===== config.mk =====
export PLATFORM = sky130hd
export DESIGN_NAME = opm_write_sched
export DESIGN_NICKNAME = d
export VERILOG_FILES = /design/src/rtl/opm_pkg.sv /design/src/rtl/opm_wr_fifo.sv /design/src/rtl/opm_write_sched.sv
export SDC_FILE = /design/constraint.sdc
export NUM_CORES = 1
export LEC_CHECK = 0
export BUFFER_PORTS_ARGS = -buffer_cell sky130_fd_sc_hd__buf_2
export CORE_AREA = 3 3 123 155
export DETAILED_ROUTE_END_ITERATION = 6
export DIE_AREA = 0 0 126 158
export SLEW_MARGIN = 10
export SYNTH_ARGS = -nofsm -noshare
export SYNTH_HDL_FRONTEND = slang
export SYNTH_SLANG_ARGS = --single-unit

===== constraint.sdc =====
create_clock -name ymclk -period 7.85 [get_ports ymclk]
set_input_delay 1.57 -clock ymclk [delete_from_list [all_inputs] [get_ports ymclk]]
set_output_delay 1.57 -clock ymclk [all_outputs]
set_load 0.05 [all_outputs]

===== src/rtl/opm_pkg.sv =====
// Shared types and parameter defaults for the jt51 (OPM) register write scheduler.
// Holds the sequencer state enum, the queued-write record and default timings.
package opm_pkg;

    localparam int DEF_FIFO_DEPTH   = 8;
    localparam int DEF_GAP_CYC      = 2;
    localparam int DEF_MIN_WAIT     = 4;
    localparam int DEF_BUSY_TIMEOUT = 1024;

    typedef enum logic [2:0] {
        ST_IDLE,
        ST_ADDR,
        ST_GAP,
        ST_DATA,
        ST_WAIT,
        ST_POLL
    } state_t;

    typedef struct packed {
        logic [7:0] addr;
        logic [7:0] data;
    } wr_t;

endpackage


===== src/rtl/opm_wr_fifo.sv =====
// Synchronous FIFO of pending OPM register writes (no pass-through when full).
// Ports: clk, rst_n, push/wdata in, pop in, rdata (head), full, empty, level out.
module opm_wr_fifo
    import opm_pkg::*;
#(
    parameter int DEPTH = DEF_FIFO_DEPTH
) (
    input  logic                     clk,
    input  logic                     rst_n,
    input  logic                     push,
    input  wr_t                      wdata,
    input  logic                     pop,
    output wr_t                      rdata,
    output logic                     full,
    output logic                     empty,
    output logic [$clog2(DEPTH):0]   level
);

    localparam int AW = $clog2(DEPTH);

    wr_t            mem [DEPTH];
    logic [AW-1:0]  wr_ptr;
    logic [AW-1:0]  rd_ptr;
    logic           do_push;
    logic           do_pop;

    assign full    = (level == (AW+1)'(DEPTH));
    assign empty   = (level == '0);
    assign do_push = push && !full;
    assign do_pop  = pop && !empty;
    assign rdata   = mem[rd_ptr];

    // Pointers are log2(DEPTH) wide, so they wrap modulo DEPTH on their own.
    always_ff @(posedge clk or negedge rst_n) begin
        if (!rst_n) begin
            wr_ptr <= '0;
            rd_ptr <= '0;
            level  <= '0;
        end else begin
            if (do_push) wr_ptr <= wr_ptr + 1'b1;
            if (do_pop)  rd_ptr <= rd_ptr + 1'b1;
            case ({do_push, do_pop})
                2'b10:   level <= level + 1'b1;
                2'b01:   level <= level - 1'b1;
                default: level <= level;
            endcase
        end
    end

    always_ff @(posedge clk) begin
        if (do_push) mem[wr_ptr] <= wdata;
    end

endmodule


===== src/rtl/opm_write_sched.sv =====
// Queues host register writes and replays them onto the jt51 CPU port with
// address/data strobes, settle gap, busy polling and a sticky busy-timeout flag.
// Ports: ymclk, rst_n; req_valid/req_ready/req_addr/req_data host side;
// opm_cs_n/opm_wr_n/opm_a0/opm_din/opm_dout chip side; err_clr, idle, level, timeout_err.
module opm_write_sched
    import opm_pkg::*;
#(
    parameter int FIFO_DEPTH   = DEF_FIFO_DEPTH,
    parameter int GAP_CYC      = DEF_GAP_CYC,
    parameter int MIN_WAIT     = DEF_MIN_WAIT,
    parameter int BUSY_TIMEOUT = DEF_BUSY_TIMEOUT
) (
    input  logic                          ymclk,
    input  logic                          rst_n,
    input  logic                          req_valid,
    output logic                          req_ready,
    input  logic [7:0]                    req_addr,
    input  logic [7:0]                    req_data,
    output logic                          opm_cs_n,
    output logic                          opm_wr_n,
    output logic                          opm_a0,
    output logic [7:0]                    opm_din,
    input  logic [7:0]                    opm_dout,
    input  logic                          err_clr,
    output logic                          idle,
    output logic [$clog2(FIFO_DEPTH):0]   level,
    output logic                          timeout_err
);

    localparam int CW = $clog2(BUSY_TIMEOUT + GAP_CYC + MIN_WAIT + 1) + 1;
    localparam logic [CW-1:0] GAP_LAST  = CW'(GAP_CYC - 1);
    localparam logic [CW-1:0] WAIT_LAST = CW'(MIN_WAIT - 1);
    localparam logic [CW-1:0] POLL_LAST = CW'(BUSY_TIMEOUT - 1);

    state_t          state;
    state_t          state_nxt;
    logic [CW-1:0]   cnt;
    logic [CW-1:0]   cnt_nxt;
    wr_t             head;
    wr_t             hold;
    wr_t             cur;
    logic            full;
    logic            empty;
    logic            pop;
    logic            timeout;
    logic [7:0]      last_addr;
    logic            last_valid;
    logic            strobe_nxt;
    logic            unused_status;

    assign unused_status = ^opm_dout[6:0];
    assign req_ready     = rst_n && !full;
    assign idle          = empty && (state == ST_IDLE);

    opm_wr_fifo #(
        .DEPTH (FIFO_DEPTH)
    ) u_fifo (
        .clk   (ymclk),
        .rst_n (rst_n),
        .push  (req_valid),
        .wdata ({req_addr, req_data}),
        .pop   (pop),
        .rdata (head),
        .full  (full),
        .empty (empty),
        .level (level)
    );

    // In IDLE the entry being launched is still at the FIFO head.
    assign cur        = (state == ST_IDLE) ? head : hold;
    assign strobe_nxt = (state_nxt == ST_ADDR) || (state_nxt == ST_DATA);

    always_comb begin
        state_nxt = state;
        cnt_nxt   = cnt;
        pop       = 1'b0;
        timeout   = 1'b0;
        unique case (state)
            ST_IDLE: begin
                if (!empty) begin
                    pop     = 1'b1;
                    cnt_nxt = '0;
                    // Same register as last time: chip already holds the address.
                    if (last_valid && head.addr == last_addr)
                        state_nxt = ST_DATA;
                    else
                        state_nxt = ST_ADDR;
                end
            end
            ST_ADDR: begin
                cnt_nxt   = '0;
                state_nxt = (GAP_CYC == 0) ? ST_DATA : ST_GAP;
            end
            ST_GAP: begin
                if (cnt == GAP_LAST) state_nxt = ST_DATA;
                else                 cnt_nxt   = cnt + 1'b1;
            end
            ST_DATA: begin
                cnt_nxt   = '0;
                state_nxt = (MIN_WAIT == 0) ? ST_POLL : ST_WAIT;
            end
            ST_WAIT: begin
                if (cnt == WAIT_LAST) begin
                    state_nxt = ST_POLL;
                    cnt_nxt   = '0;
                end else begin
                    cnt_nxt   = cnt + 1'b1;
                end
            end
            ST_POLL: begin
                if (!opm_dout[7]) begin
                    state_nxt = ST_IDLE;
                end else if (cnt == POLL_LAST) begin
                    timeout   = 1'b1;
                    state_nxt = ST_IDLE;
                end else begin
                    cnt_nxt   = cnt + 1'b1;
                end
            end
            default: state_nxt = ST_IDLE;
        endcase
    end

    always_ff @(posedge ymclk or negedge rst_n) begin
        if (!rst_n) begin
            state <= ST_IDLE;
            cnt   <= '0;
            hold  <= '0;
        end else begin
            state <= state_nxt;
            cnt   <= cnt_nxt;
            if (pop) hold <= head;
        end
    end

    // Bus pins are registered against the next state so they are glitch-free;
    // the async reset still forces the strobes high immediately.
    always_ff @(posedge ymclk or negedge rst_n) begin
        if (!rst_n) begin
            opm_cs_n <= 1'b1;
            opm_wr_n <= 1'b1;
            opm_a0   <= 1'b0;
            opm_din  <= '0;
        end else begin
            opm_cs_n <= !strobe_nxt;
            opm_wr_n <= !strobe_nxt;
            if (state_nxt == ST_ADDR) begin
                opm_a0  <= 1'b0;
                opm_din <= cur.addr;
            end else if (state_nxt == ST_DATA) begin
                opm_a0  <= 1'b1;
                opm_din <= cur.data;
            end
        end
    end

    always_ff @(posedge ymclk or negedge rst_n) begin
        if (!rst_n) begin
            last_addr   <= '0;
            last_valid  <= 1'b0;
            timeout_err <= 1'b0;
        end else begin
            if (state == ST_DATA) begin
                last_addr  <= hold.addr;
                last_valid <= 1'b1;
            end else if (timeout) begin
                last_valid <= 1'b0;
            end
            if (timeout)      timeout_err <= 1'b1;
            else if (err_clr) timeout_err <= 1'b0;
        end
    end

endmodule


==> Implementation_results.wiki, run 1 <==
{| class="wikitable"
! Metric !! Value
|-
| Synth unique cells || between 50 and 60
|-
| Number of hold-repair buffers added at the cts stage || 0
|-
| Number of placement rows || 54
|-
| Highest-count cells in the layout ignoring fill and taps || edfxtp_1 (128), dfrtp_1 (58), nand2_1 (39)
|-
| Number of buffers inserted to repair setup after CTS || 0
|-
| Syn nets || approximately 540
|-
| Number of enable-type register cells in the synthesized netlist || ~130
|-
| Clock-pin slew on the worst setup and hold paths || approximately 0.070 ns
|-
| Cells taking the most area after synthesis || edfxtp_1 (48%), dfrtp_1 (19%), mux4_2 (8.5%), o31ai_1 (2.2%), mux2i_1 (2.0%)
|-
| Total routing usage reported by global routing || 0.1629
|-
| Clock Skews || 0.008881 ns
|-
| Global-route wire length before repair || ~25 mm
|-
| Cell taking the most area after synthesis || edfxtp_1
|-
| Core area || between 15000 and 20000 µm²
|-
| Share of the cycle needed by the critical path after routing || 0.5919
|-
| Avg Vias per Cell || about 5.6
|-
| Startpoint kind of the worst setup timing path || register
|-
| Antenna diodes || 0
|-
| Overall Power || ~3.6 mW
|-
| Most common cell after layout, fill and taps aside || edfxtp_1
|-
| Initial antenna violation count || 1
|-
| Class of the most critical setup path || register to primary output
|-
| Highest cell delay on the worst timing path || between 0.8 and 0.9 ns
|-
| Pin count of the biggest net entering global routing || between 60 and 70
|-
| Number of clock sinks seen by CTS || 189
|-
| Number of cells on the worst reg-to-reg path || 10
|-
| Remaining number of nets flagged by the antenna check after routing || 0
|-
| Maximum clock path buffer count || 2
|-
| Synth top area share || 0.4839
|-
| Data required time at the worst endpoint || roughly 6.3 ns
|-
| Number of buffers and inverters on the critical path || 1
|-
| Root cell of the clock tree || clkbuf_16
|-
| Worst relative slew slack || 0.2681
|-
| Tightest Pin Transition || around 1.1 ns
|-
| Clock latency reported for the late side of the worst-skew pair || approximately 0.43 ns
|-
| Share of final-layout standard cells stronger than drive strength 1 || 0.2305
|-
| Instance count on the critical path || 3
|-
| Number of buffers inserted during clock tree synthesis || 17
|-
| Cell count after synthesis || 507
|-
| Wire length after detailed routing || around 16 mm
|-
| Biggest fanout along the worst timing path || 18
|-
| Signed area change from the synthesized netlist to the final layout || 12.67%
|-
| Setup tns final || 0 ns
|-
| Share of the yosys chip area belonging to registers || 0.6763
|-
| Die Wd || around 130 µm
|-
| Post-Syn Area per Cell || approximately 16 µm²
|-
| Number of global-route vias before repair || between 4000 and 5000
|-
| Ordered list of cells on the worst path || nor3_2 > nor2b_1 > buf_2
|-
| Number of buffers inserted by port buffering || 38
|-
| H-tree depth || 4
|-
| Max VDD drop || between 150 and 200 µV
|-
| Number of gates given a new drive strength after cts || 0
|-
| Total grt overflow || 0
|-
| Worst slack at placement || about 3.5 ns
|-
| Number of warnings issued by yosys || 0
|-
| Fmax || 215.2 MHz
|-
| Max-capacitance violation count || 0
|-
| Final core utilization || 0.5094
|-
| Worst Hold Path Cells || 1
|-
| Top Family by Delay on Critical Path || simple AND/OR/NAND/NOR gates
|-
| Hold/Removal Path Class || register to register
|-
| Number of nets in the finished design || about 590
|-
| Most used flip-flop cell after synthesis || edfxtp_1
|-
| Y dimension of the die || between 150 and 200 µm
|-
| Via total after detailed routing || approximately 4400
|-
| Final-report setup violation count || 0
|-
| Result of the run || complete, no violations
|-
| Fin crit period || between 4 and 5 ns
|-
| Post-synth design cell area || 7943 µm²
|-
| Final weighted congestion in routability-driven placement || between 0.7 and 0.8
|-
| Proportion of synthesized flip-flops having asynchronous set or reset || 0.3228
|-
| CTS tree || yes
|-
| RSZ-0062 raised after global routing || false
|-
| Count of routing violations after the opening detailed-route iteration || ~370
|-
| Detailed placer's ending HPWL || between 9 and 10 mm
|-
| Power Dens Cells || between 400 and 500 nW/µm²
|-
| Post-detailed-route wirelength per cell || approximately 20 µm
|-
| Number of max-slew violations in the final report || 0
|-
| Die area || about 20000 µm²
|-
| Starting utilization of the core area || 0.4521
|-
| Count of state elements after synthesis || 189
|-
| Data arrival time of the critical path || between 3 and 4 ns
|-
| Boundary Pins || 46
|-
| Count of endpoints failing hold in the final timing report || 0
|-
| Static Leak || between 3 and 4 nW
|-
| Number of optimization iterations in the first detailed-route pass || 4
|-
| Residual DRC || 0
|-
| Library cell contributing the largest single delay on the critical path || nor3_2
|-
| Crit path setup slack, layout || approximately 3.2 ns
|-
| Sort of element at the end of the critical path || primary output
|}
-- metal layers --
layer | vias to the layer above | GRT usage | routed length [µm]
met5 | - | 0 | 7
met4 | 2 | 0.06132 | 314
met3 | 26 | 0.03577 | 483
met2 | 73 | 0.2795 | 8031
met1 | 2257 | 0.2043 | 6669
li1 | 2055 | - | -
-- path summary, 6_finish.rpt --
| kind | startpoint | to | slack (ns) |
|---|---|---|---|
| max in group asynchronous | rst_n | u_fifo.rd_ptr[1] | 6.00 |
| min in group asynchronous | rst_n | cnt[8] | 1.30 |
| hold / removal | hold[14] | hold[14] | 0.48 |
| hold reg to reg | hold[14] | hold[14] | 0.48 |
| setup reg to reg | state[0] | u_fifo.level[3] | 3.65 |
| setup / recovery | state[0] | idle | 3.20 |
-- registers in the layout, indices dropped and copies added, names as in the netlist --
signal	cells
u_fifo.rd_ptr	3
last_addr	8
timeout_err	1
opm_din	8
opm_a0	1
u_fifo.wr_ptr	3
u_fifo.mem	128
cnt	12
opm_wr_n	1
u_fifo.level	4
hold	16
last_valid	1
state	3
-- synth_stat cells (all sizes together), types with 5 or more instances --
cell / n
edfxtp: 128
dfrtp: 60
nand2: 39
mux4: 32
nor2: 29
o31ai: 23
o21ai: 18
mux2i: 17
clkbuf: 15
o211ai: 14
a21oi: 12
inv: 11
a21o: 10
xor2: 10
buf: 9
mux2: 8
and3: 7
ha: 7
nand3: 7
xnor2: 6
nand4: 5
nor3: 5
-- kinds of logic (layout without fill, tap and decap cells) --
group                      count (synthesis)  in the layout  share of synthesized area
AOI/OAI and AO/OA                         89             89                    0.07640
xor gates and xnor gates                  16             16                    0.01764
adders and majority gates                  8              8                    0.01355
buffers and inverters                     36             93                    0.02190
DFF                                      189            189                     0.6763
muxes                                     57             57                     0.1260
and+or+nand+nor                          112            112                    0.06821
-- power by group --
part	internal [mW]	switching, mW
sequential	1.30	0.207
clock	0.423	0.400
combinational	0.507	0.755
total	2.23	1.36
-- layout make-up --
| class | instances | area, µm² |
|---|---|---|
| Clock buffer | 17 | 425.4 |
| Clock inverter | 15 | 143.9 |
| Fill cell | 1482 | 8618 |
| Inverter | 12 | 45.04 |
| Multi-Input combinational cell | 282 | 2407 |
| Sequential cell | 189 | 5374 |
| Tap cell | 224 | 280.3 |
| Timing Repair Buffer | 49 | 272.8 |
-- stage by stage --
step	hold WS, ns	cell area [µm²]	instances
floorplan	0.4455	7943	507
global placement	0.4554	8379	756
detailed placement	0.4617	8379	756
CTS	0.4812	8949	788
global route	0.4891	8949	788
finish	0.4796	8949	788
-- worst register-to-register path, stage by stage, from the launching register on --
cell	delay [ns]
dfrtp_1	0.53
nor3_2	0.87
nand2_1	0.92
inv_1	0.55
ha_1	0.27
ha_1	0.25
a21o_1	0.17
a21oi_1	0.17
xnor2_1	0.16
nor2_1	0.07
xor2_1	0.14
Power figures use the tool's default switching activity.
==> inputs of run 2 (changes only) <==
- ABC_AREA: default -> 1
- CORE_AREA: 3 3 123 155 -> 3 3 126 159
- DIE_AREA: 0 0 126 158 -> 0 0 129 162
- clock period: 7.85 -> 4.3 ns (I/O delays scaled with it)
==> Implementation_results.wiki, run 2 <==
{| class="wikitable"
! Metric !! Value
|-
| Number of buffers inserted to repair setup after CTS || 0 (unchanged)
|-
| Number of clock sinks seen by CTS || 189 (unchanged)
|-
| Avg Vias per Cell || 5.131 (was 5.600)
|-
| Data required time at the worst endpoint || 3.44 ns (was 6.28 ns)
|-
| Worst relative slew slack || 0.2639 (was 0.2681)
|-
| Fin crit period || ~3 ns
|-
| Static Leak || 3.812 nW (was 3.373 nW)
|-
| Power Dens Cells || 738.0 nW/µm² (was 401.8 nW/µm²)
|-
| Most common cell after layout, fill and taps aside || nand2_1 (was edfxtp_1)
|-
| Synth top area share || 0.4598 (was 0.4839)
|-
| Die Wd || 129 µm (was 126 µm)
|-
| Number of placement rows || 56 (was 54)
|-
| Max VDD drop || 355.4 µV (was 170.2 µV)
|-
| Regs by FF count || u_fifo.mem: 128 flops, hold: 16 flops, cnt: 12 flops (unchanged)
|-
| Proportion of synthesized flip-flops having asynchronous set or reset || 0.3228 (unchanged)
|-
| Number of enable-type register cells in the synthesized netlist || 128 (unchanged)
|-
| Antenna diodes || 0 (unchanged)
|-
| Core area || 18640 µm² (was 17570 µm²)
|-
| Highest-count cells in the layout ignoring fill and taps || nand2_1 (174), edfxtp_1 (128), o21ai_0 (89) (was edfxtp_1 (128), dfrtp_1 (58), nand2_1 (39))
|-
| Fillcell total || 1689 (was 1482)
|-
| Result of the run || complete, no violations (unchanged)
|-
| Number of buffers inserted by port buffering || 38 (unchanged)
|-
| Detailed placer's ending HPWL || 10.87 mm (was 9.653 mm)
|-
| Number of cells on the worst reg-to-reg path || 13 (was 10)
|-
| Biggest fanout along the worst timing path || 32 (was 18)
|-
| Number of flip-flops under the largest register name || 128 (unchanged)
|-
| Number of warnings issued by yosys || 0 (unchanged)
|-
| Synth unique cells || 44 (was 51)
|-
| Number of optimization iterations in the first detailed-route pass || 4 (unchanged)
|-
| Class of the most critical setup path || register to primary output (unchanged)
|-
| Number of nets in the finished design || 880 (was 587)
|-
| Setup tns final || 0 ns (unchanged)
|-
| Count of state elements after synthesis || 189 (unchanged)
|-
| H-tree depth || 4 (unchanged)
|-
| Most frequent cell after synthesis || nand2_1 (was edfxtp_1)
|-
| Cells taking the most area after synthesis || edfxtp_1 (46%), dfrtp_1 (18%), nand2_1 (7.8%), o21ai_0 (5.3%), nand3_1 (3.8%) (was edfxtp_1 (48%), dfrtp_1 (19%), mux4_2 (8.5%), o31ai_1 (2.2%), mux2i_1 (2.0%))
|-
| Count of endpoints failing hold in the final timing report || 0 (unchanged)
|-
| Clock Skews || 0.009284 ns (was 0.008881 ns)
|-
| Data arrival time of the critical path || 2.15 ns (was 3.08 ns)
|-
| Share of final-layout standard cells stronger than drive strength 1 || 0.1272 (was 0.2305)
|-
| Startpoint kind of the worst setup timing path || register (unchanged)
|-
| Number of gates given a new drive strength after cts || 0 (unchanged)
|-
| Tightest Pin Transition || 1.103 ns (was 1.095 ns)
|-
| Boundary Pins || 46 (unchanged)
|-
| Residual DRC || 0 (unchanged)
|-
| Fmax || 331.8 MHz
|-
| Number of global-route vias before repair || 5431 (was 4540)
|-
| Die area || 20900 µm² (was 19910 µm²)
|-
| Library cell contributing the largest single delay on the critical path || dfrtp_1 (was nor3_2)
|-
| Leading post-synthesis cells by instance count || nand2_1 (174), edfxtp_1 (128), o21ai_0 (89) (was edfxtp_1 (128), dfrtp_1 (60), nand2_1 (39))
|-
| Post-synth design cell area || 8359 µm² (was 7943 µm²)
|-
| Syn nets || 844 (was 543)
|-
| Ordered list of cells on the worst path || nor3_4 > inv_1 > nor2_1 > buf_2 (was nor3_2 > nor2b_1 > buf_2)
|-
| Clock-pin slew on the worst setup and hold paths || 0.08 ns (was 0.07 ns)
|-
| Highest cell delay on the worst timing path || 0.47 ns (was 0.86 ns)
|-
| Number of max-slew violations in the final report || 0 (unchanged)
|-
| Register name with the most flops || u_fifo.mem (unchanged)
|-
| Non-filler instance count after layout || 1089 (was 788)
|-
| Cell count after synthesis || 808 (was 507)
|-
| Clock latency reported for the late side of the worst-skew pair || 0.43 ns (about the same)
|-
| Final weighted congestion in routability-driven placement || 0.8782 (was 0.7790)
|-
| Initial antenna violation count || 0 (was 1)
|-
| Y dimension of the die || 162 µm (was 158 µm)
|-
| Worst Hold Path Cells || 2 (was 1)
|-
| Final-report setup violation count || 0 (unchanged)
|-
| Maximum clock path buffer count || 2 (unchanged)
|-
| Sort of element at the end of the critical path || primary output (unchanged)
|-
| Share of the yosys chip area belonging to registers || 0.6426 (was 0.6763)
|-
| Root cell of the clock tree || clkbuf_16 (unchanged)
|-
| Via total after detailed routing || 5588 (was 4413)
|-
| CTS tree || yes (unchanged)
|-
| Post-detailed-route wirelength per cell || 16.53 µm (was 19.68 µm)
|-
| Number of buffers inserted during clock tree synthesis || 17 (unchanged)
|-
| Max-capacitance violation count || 0 (unchanged)
|-
| Total routing usage reported by global routing || 0.1818 (was 0.1629)
|-
| Starting utilization of the core area || 0.4485 (was 0.4521)
|-
| Most used flip-flop cell after synthesis || edfxtp_1 (unchanged)
|-
| Number of hold-repair buffers added at the cts stage || 0 (unchanged)
|-
| RSZ-0062 raised after global routing || false (unchanged)
|-
| Remaining number of nets flagged by the antenna check after routing || 0 (unchanged)
|-
| Wire length after detailed routing || 18.00 mm (was 15.51 mm)
|-
| Post-Syn Area per Cell || 10.35 µm² (was 15.67 µm²)
|-
| Total grt overflow || 0 (unchanged)
|-
| Pin count of the biggest net entering global routing || 66 (was 63)
|-
| Signed area change from the synthesized netlist to the final layout || 12.26% (was 12.67%)
|-
| Share of the cycle needed by the critical path after routing || 0.7010
|-
| Placed insts || 1057 (was 756)
|-
| Cell taking the most area after synthesis || edfxtp_1 (unchanged)
|-
| Count of routing violations after the opening detailed-route iteration || 538 (was 367)
|-
| Global-route wire length before repair || 29.07 mm (was 24.72 mm)
|-
| Hold/Removal Path Class || register to register (unchanged)
|}
==> run 2: cell count changes after synthesis, moves of 10 or more <==
cell,change
mux4_2,-30
nand2_1,+135
o31ai_1,-22
inv_1,+68
nor2_1,+43
nand3_1,+58
o21ai_0,+71
mux2i_1,-16
o211ai_1,-12
a21o_1,-10
==> run 2: worst paths after layout <==
| kind | slack, ns | endpoint | startpoint |
|---|---|---|---|
| max | 1.29 | idle | state[1] |
| min reg2reg | 0.49 | last_valid | last_valid |
| min | 0.49 | last_valid | last_valid |
| min in group asynchronous | 0.63 | cnt[2] | rst_n |
| max reg2reg | 1.46 | u_fifo.level[3] | u_fifo.level[1] |
| max in group asynchronous | 3.10 | u_fifo.rd_ptr[0] | rst_n |
==> run 2: cell families (layout without fill, tap and decap cells) <==
group / Yosys count / after routing / synth area share
buffers and inverters: 119 / 168 / 0.06167
and+or+nand+nor: 349 / 349 / 0.1826
xor gates and xnor gates: 9 / 9 / 0.009430
AOI/OAI and AO/OA: 131 / 131 / 0.08681
muxes: 3 / 3 / 0.004041
DFF: 189 / 189 / 0.6426
adders and majority gates: 8 / 8 / 0.01287
==> run 2: cell type report <==
| type | instances | area [µm²] | area share |
|---|---|---|---|
| flip-flops and latches | 189 | 5373 | 0.5725 |
| multi-input cells | 500 | 2472 | 0.2635 |
| clock buffers | 17 | 425.4 | 0.04533 |
| inverters | 84 | 315.3 | 0.03360 |
| repair buffers | 52 | 295.3 | 0.03147 |
| well taps | 232 | 290.3 | 0.03093 |
| clock inverters | 15 | 212.7 | 0.02267 |
==> run 2: routing by layer <==
| metal | wire length [µm] | GRT usage | vias up |
|---|---|---|---|
| li1 | - | - | 2815 |
| met1 | 7901 | 0.2257 | 2671 |
| met2 | 9390 | 0.3271 | 82 |
| met3 | 501 | 0.03257 | 20 |
| met4 | 209 | 0.04394 | 0 |
| met5 | 0 | 0 | - |
==> run 2: stage by stage <==
stage / setup slack [ns] / cell area (µm²) / power (mW) / utilization / hold slack [ns]
after floorplan: 1.765 / 8359 / 4.665 / - / 0.4422
after global placement: 1.438 / 8746 / 5.330 / 0.4693 / 0.4663
after detailed placement: 1.420 / 8746 / 5.381 / 0.4693 / 0.4731
after CTS: 1.263 / 9384 / 7.002 / 0.5035 / 0.4928
after global routing: 1.131 / 9384 / 7.457 / 0.5035 / 0.5061
final: 1.286 / 9384 / 6.925 / 0.5035 / 0.4886
==> run 2: worst max-delay path: cells and delay by family, from the launching register on <==
family                 cells  cell delay (ns)
buffers and inverters      2             0.71
and+or+nand+nor            2             0.54
DFF                        1             0.47
==> run 2: power breakdown <==
part           internal, mW  switching (mW)  total, mW
Sequential             2.37           0.188       2.56
Clock                 0.809           0.808       1.62
Combinational         0.776            1.97       2.75
Total                  3.96            2.97       6.93
==> inputs of run 3 (changes only) <==
- clock period: 4.3 -> 3.1 ns (I/O delays scaled with it)
==> Implementation_results.wiki, run 3 (synthesized netlist as in run 2, its figures left out) <==
{| class="wikitable"
! Metric !! Value
|-
| Result of the run || complete, no violations (unchanged)
|-
| Hold/Removal Path Class || primary input to asynchronous set/reset pin (was register to register)
|-
| CTS tree || yes (unchanged)
|-
| Number of max-slew violations in the final report || 0 (unchanged)
|-
| RSZ-0062 raised after global routing || false (unchanged)
|-
| Crit path setup slack, layout || 0.6316 ns (was 1.286 ns)
|-
| Highest-count cells in the layout ignoring fill and taps || nand2_1 (174), edfxtp_1 (128), o21ai_0 (89) (unchanged)
|-
| Pin count of the biggest net entering global routing || 62 (was 66)
|-
| Count of routing violations after the opening detailed-route iteration || 341 (was 538)
|-
| Number of placement rows || 56 (unchanged)
|-
| Data required time at the worst endpoint || 2.48 ns (was 3.44 ns)
|-
| Global-route wire length before repair || 28.77 mm (was 29.07 mm)
|-
| Biggest fanout along the worst timing path || 11 (was 32)
|-
| Via total after detailed routing || 5609 (was 5588)
|-
| Maximum clock path buffer count || 2 (unchanged)
|-
| Max-capacitance violation count || 0 (unchanged)
|-
| Total routing usage reported by global routing || 0.1793 (was 0.1818)
|-
| Final-report setup violation count || 0 (unchanged)
|-
| Fin crit period || ~2.5 ns
|-
| Share of final-layout standard cells stronger than drive strength 1 || 0.1333 (was 0.1272)
|-
| Power Dens Cells || 1016 nW/µm² (was 738.0 nW/µm²)
|-
| Register name with the most flops || u_fifo.mem (unchanged)
|-
| Number of optimization iterations in the first detailed-route pass || 5 (was 4)
|-
| Highest cell delay on the worst timing path || 0.47 ns (about the same)
|-
| Total grt overflow || 0 (unchanged)
|-
| Number of nets in the finished design || 886 (was 880)
|-
| Number of buffers inserted during clock tree synthesis || 17 (unchanged)
|-
| Tightest Pin Transition || 0.7888 ns (was 1.103 ns)
|-
| Class of the most critical setup path || register to primary output (unchanged)
|-
| Root cell of the clock tree || clkbuf_16 (unchanged)
|-
| Number of buffers inserted to repair setup after CTS || 0 (unchanged)
|-
| Regs by FF count || u_fifo.mem: 128 flops, hold: 16 flops, cnt: 12 flops (unchanged)
|-
| Sort of element at the end of the critical path || primary output (unchanged)
|-
| Residual DRC || 0 (unchanged)
|-
| Number of buffers inserted by port buffering || 38 (unchanged)
|-
| Clock-pin slew on the worst setup and hold paths || 0.07 ns (was 0.08 ns)
|-
| Clock Skews || 0.01315 ns (was 0.009284 ns)
|-
| Startpoint kind of the worst setup timing path || register (unchanged)
|-
| Avg Vias per Cell || 5.122 (was 5.131)
|-
| Ordered list of cells on the worst path || nor3_4 > inv_1 > nor2_1 > buf_2 (unchanged)
|-
| Die area || 20900 µm² (unchanged)
|-
| Number of cells on the worst reg-to-reg path || 13 (unchanged)
|-
| Boundary Pins || 46 (unchanged)
|-
| Number of flip-flops under the largest register name || 128 (unchanged)
|-
| Number of gates given a new drive strength after cts || 0 (unchanged)
|-
| Number of hold-repair buffers added at the cts stage || 0 (unchanged)
|-
| Count of endpoints failing hold in the final timing report || 0 (unchanged)
|-
| Setup tns final || 0 ns (unchanged)
|-
| Starting utilization of the core area || 0.4485 (unchanged)
|-
| Fmax || around 400 MHz
|-
| Worst relative slew slack || 0.4741 (was 0.2639)
|-
| Worst slack at placement || 0.7028 ns (was 1.420 ns)
|-
| Share of the cycle needed by the critical path after routing || 0.7963
|-
| Max VDD drop || 455.4 µV (was 355.4 µV)
|-
| Most common cell after layout, fill and taps aside || nand2_1 (unchanged)
|-
| Static Leak || 3.822 nW (was 3.812 nW)
|-
| Number of clock sinks seen by CTS || 189 (unchanged)
|-
| H-tree depth || 4 (unchanged)
|-
| Signed area change from the synthesized netlist to the final layout || 12.20% (was 12.26%)
|-
| Library cell contributing the largest single delay on the critical path || dfrtp_1 (unchanged)
|-
| Final core utilization || 0.5032 (was 0.5035)
|-
| Detailed placer's ending HPWL || 11.21 mm (was 10.87 mm)
|-
| Die Wd || 129 µm (unchanged)
|-
| Initial antenna violation count || 1 (was 0)
|-
| Overall Power || 9.526 mW (was 6.925 mW)
|-
| Clock latency reported for the late side of the worst-skew pair || 0.43 ns (about the same)
|-
| Core area || 18640 µm² (unchanged)
|-
| Final weighted congestion in routability-driven placement || 0.8692 (was 0.8782)
|-
| Number of global-route vias before repair || 5492 (was 5431)
|-
| Post-detailed-route wirelength per cell || 16.21 µm (was 16.53 µm)
|-
| Y dimension of the die || 162 µm (unchanged)
|-
| Wire length after detailed routing || 17.75 mm (was 18.00 mm)
|-
| Antenna diodes || 0 (unchanged)
|-
| Remaining number of nets flagged by the antenna check after routing || 0 (unchanged)
|-
| Data arrival time of the critical path || 1.85 ns (was 2.15 ns)
|}
run 3: cell count changes in the layout (fill, tap and decap cells not counted), sizes merged:
| cell | change |
|---|---|
| clkinv | -3 |
| buf | +6 |
| inv | +2 |
| clkinvlp | +1 |
run 3: metrics by stage:
step / cell area, µm² / hold WS [ns] / cells
finish: 9379 / 0.3596 / 1095
global route: 9379 / 0.3887 / 1095
CTS: 9379 / 0.3636 / 1095
detailed placement: 8803 / 0.4700 / 1063
global placement: 8803 / 0.4599 / 1063
floorplan: 8359 / 0.3244 / 808
run 3: path summary, 6_finish.rpt:
kind                                  from          endpoint  slack (ns)
max                               state[1]              idle        0.63
min                                  rst_n   u_fifo.level[3]        0.36
min in group ymclk                 err_clr       timeout_err        0.38
max in group asynchronous            rst_n  u_fifo.rd_ptr[0]        2.16
max reg2reg                u_fifo.level[1]   u_fifo.level[3]        0.71
min reg2reg                     last_valid        last_valid        0.48
run 3: power breakdown:
part	switching, mW	leakage [nW]	internal (mW)
Sequential	0.263	1.92	3.29
Clock	1.02	0.278	1.07
Combinational	2.74	1.62	1.14
Total	4.02	3.82	5.50
run 3: area by class of cell:
cell class / instances / area, µm²
flip-flops and latches: 189 / 5373
inverters: 84 / 315.3
clock buffers: 17 / 425.4
clock inverters: 15 / 150.1
multi-input cells: 500 / 2472
fillers: 1670 / 9259
repair buffers: 58 / 352.8
well taps: 232 / 290.3
run 3: per-layer routing:
layer	GRT usage	part of all wire	up-vias
met2	0.3208	0.52	92
met4	0.04967	0.013	2
met3	0.03388	0.033	17
met5	0	0.00045	-
met1	0.2203	0.43	2670
li1	-	-	2828
run 3: critical path, delay by kind of cell (launching register included):
| family | cells | cell delay (ns) |
|---|---|---|
| simple gates | 2 | 0.45 |
| buf+inv | 2 | 0.50 |
| flops | 1 | 0.47 |
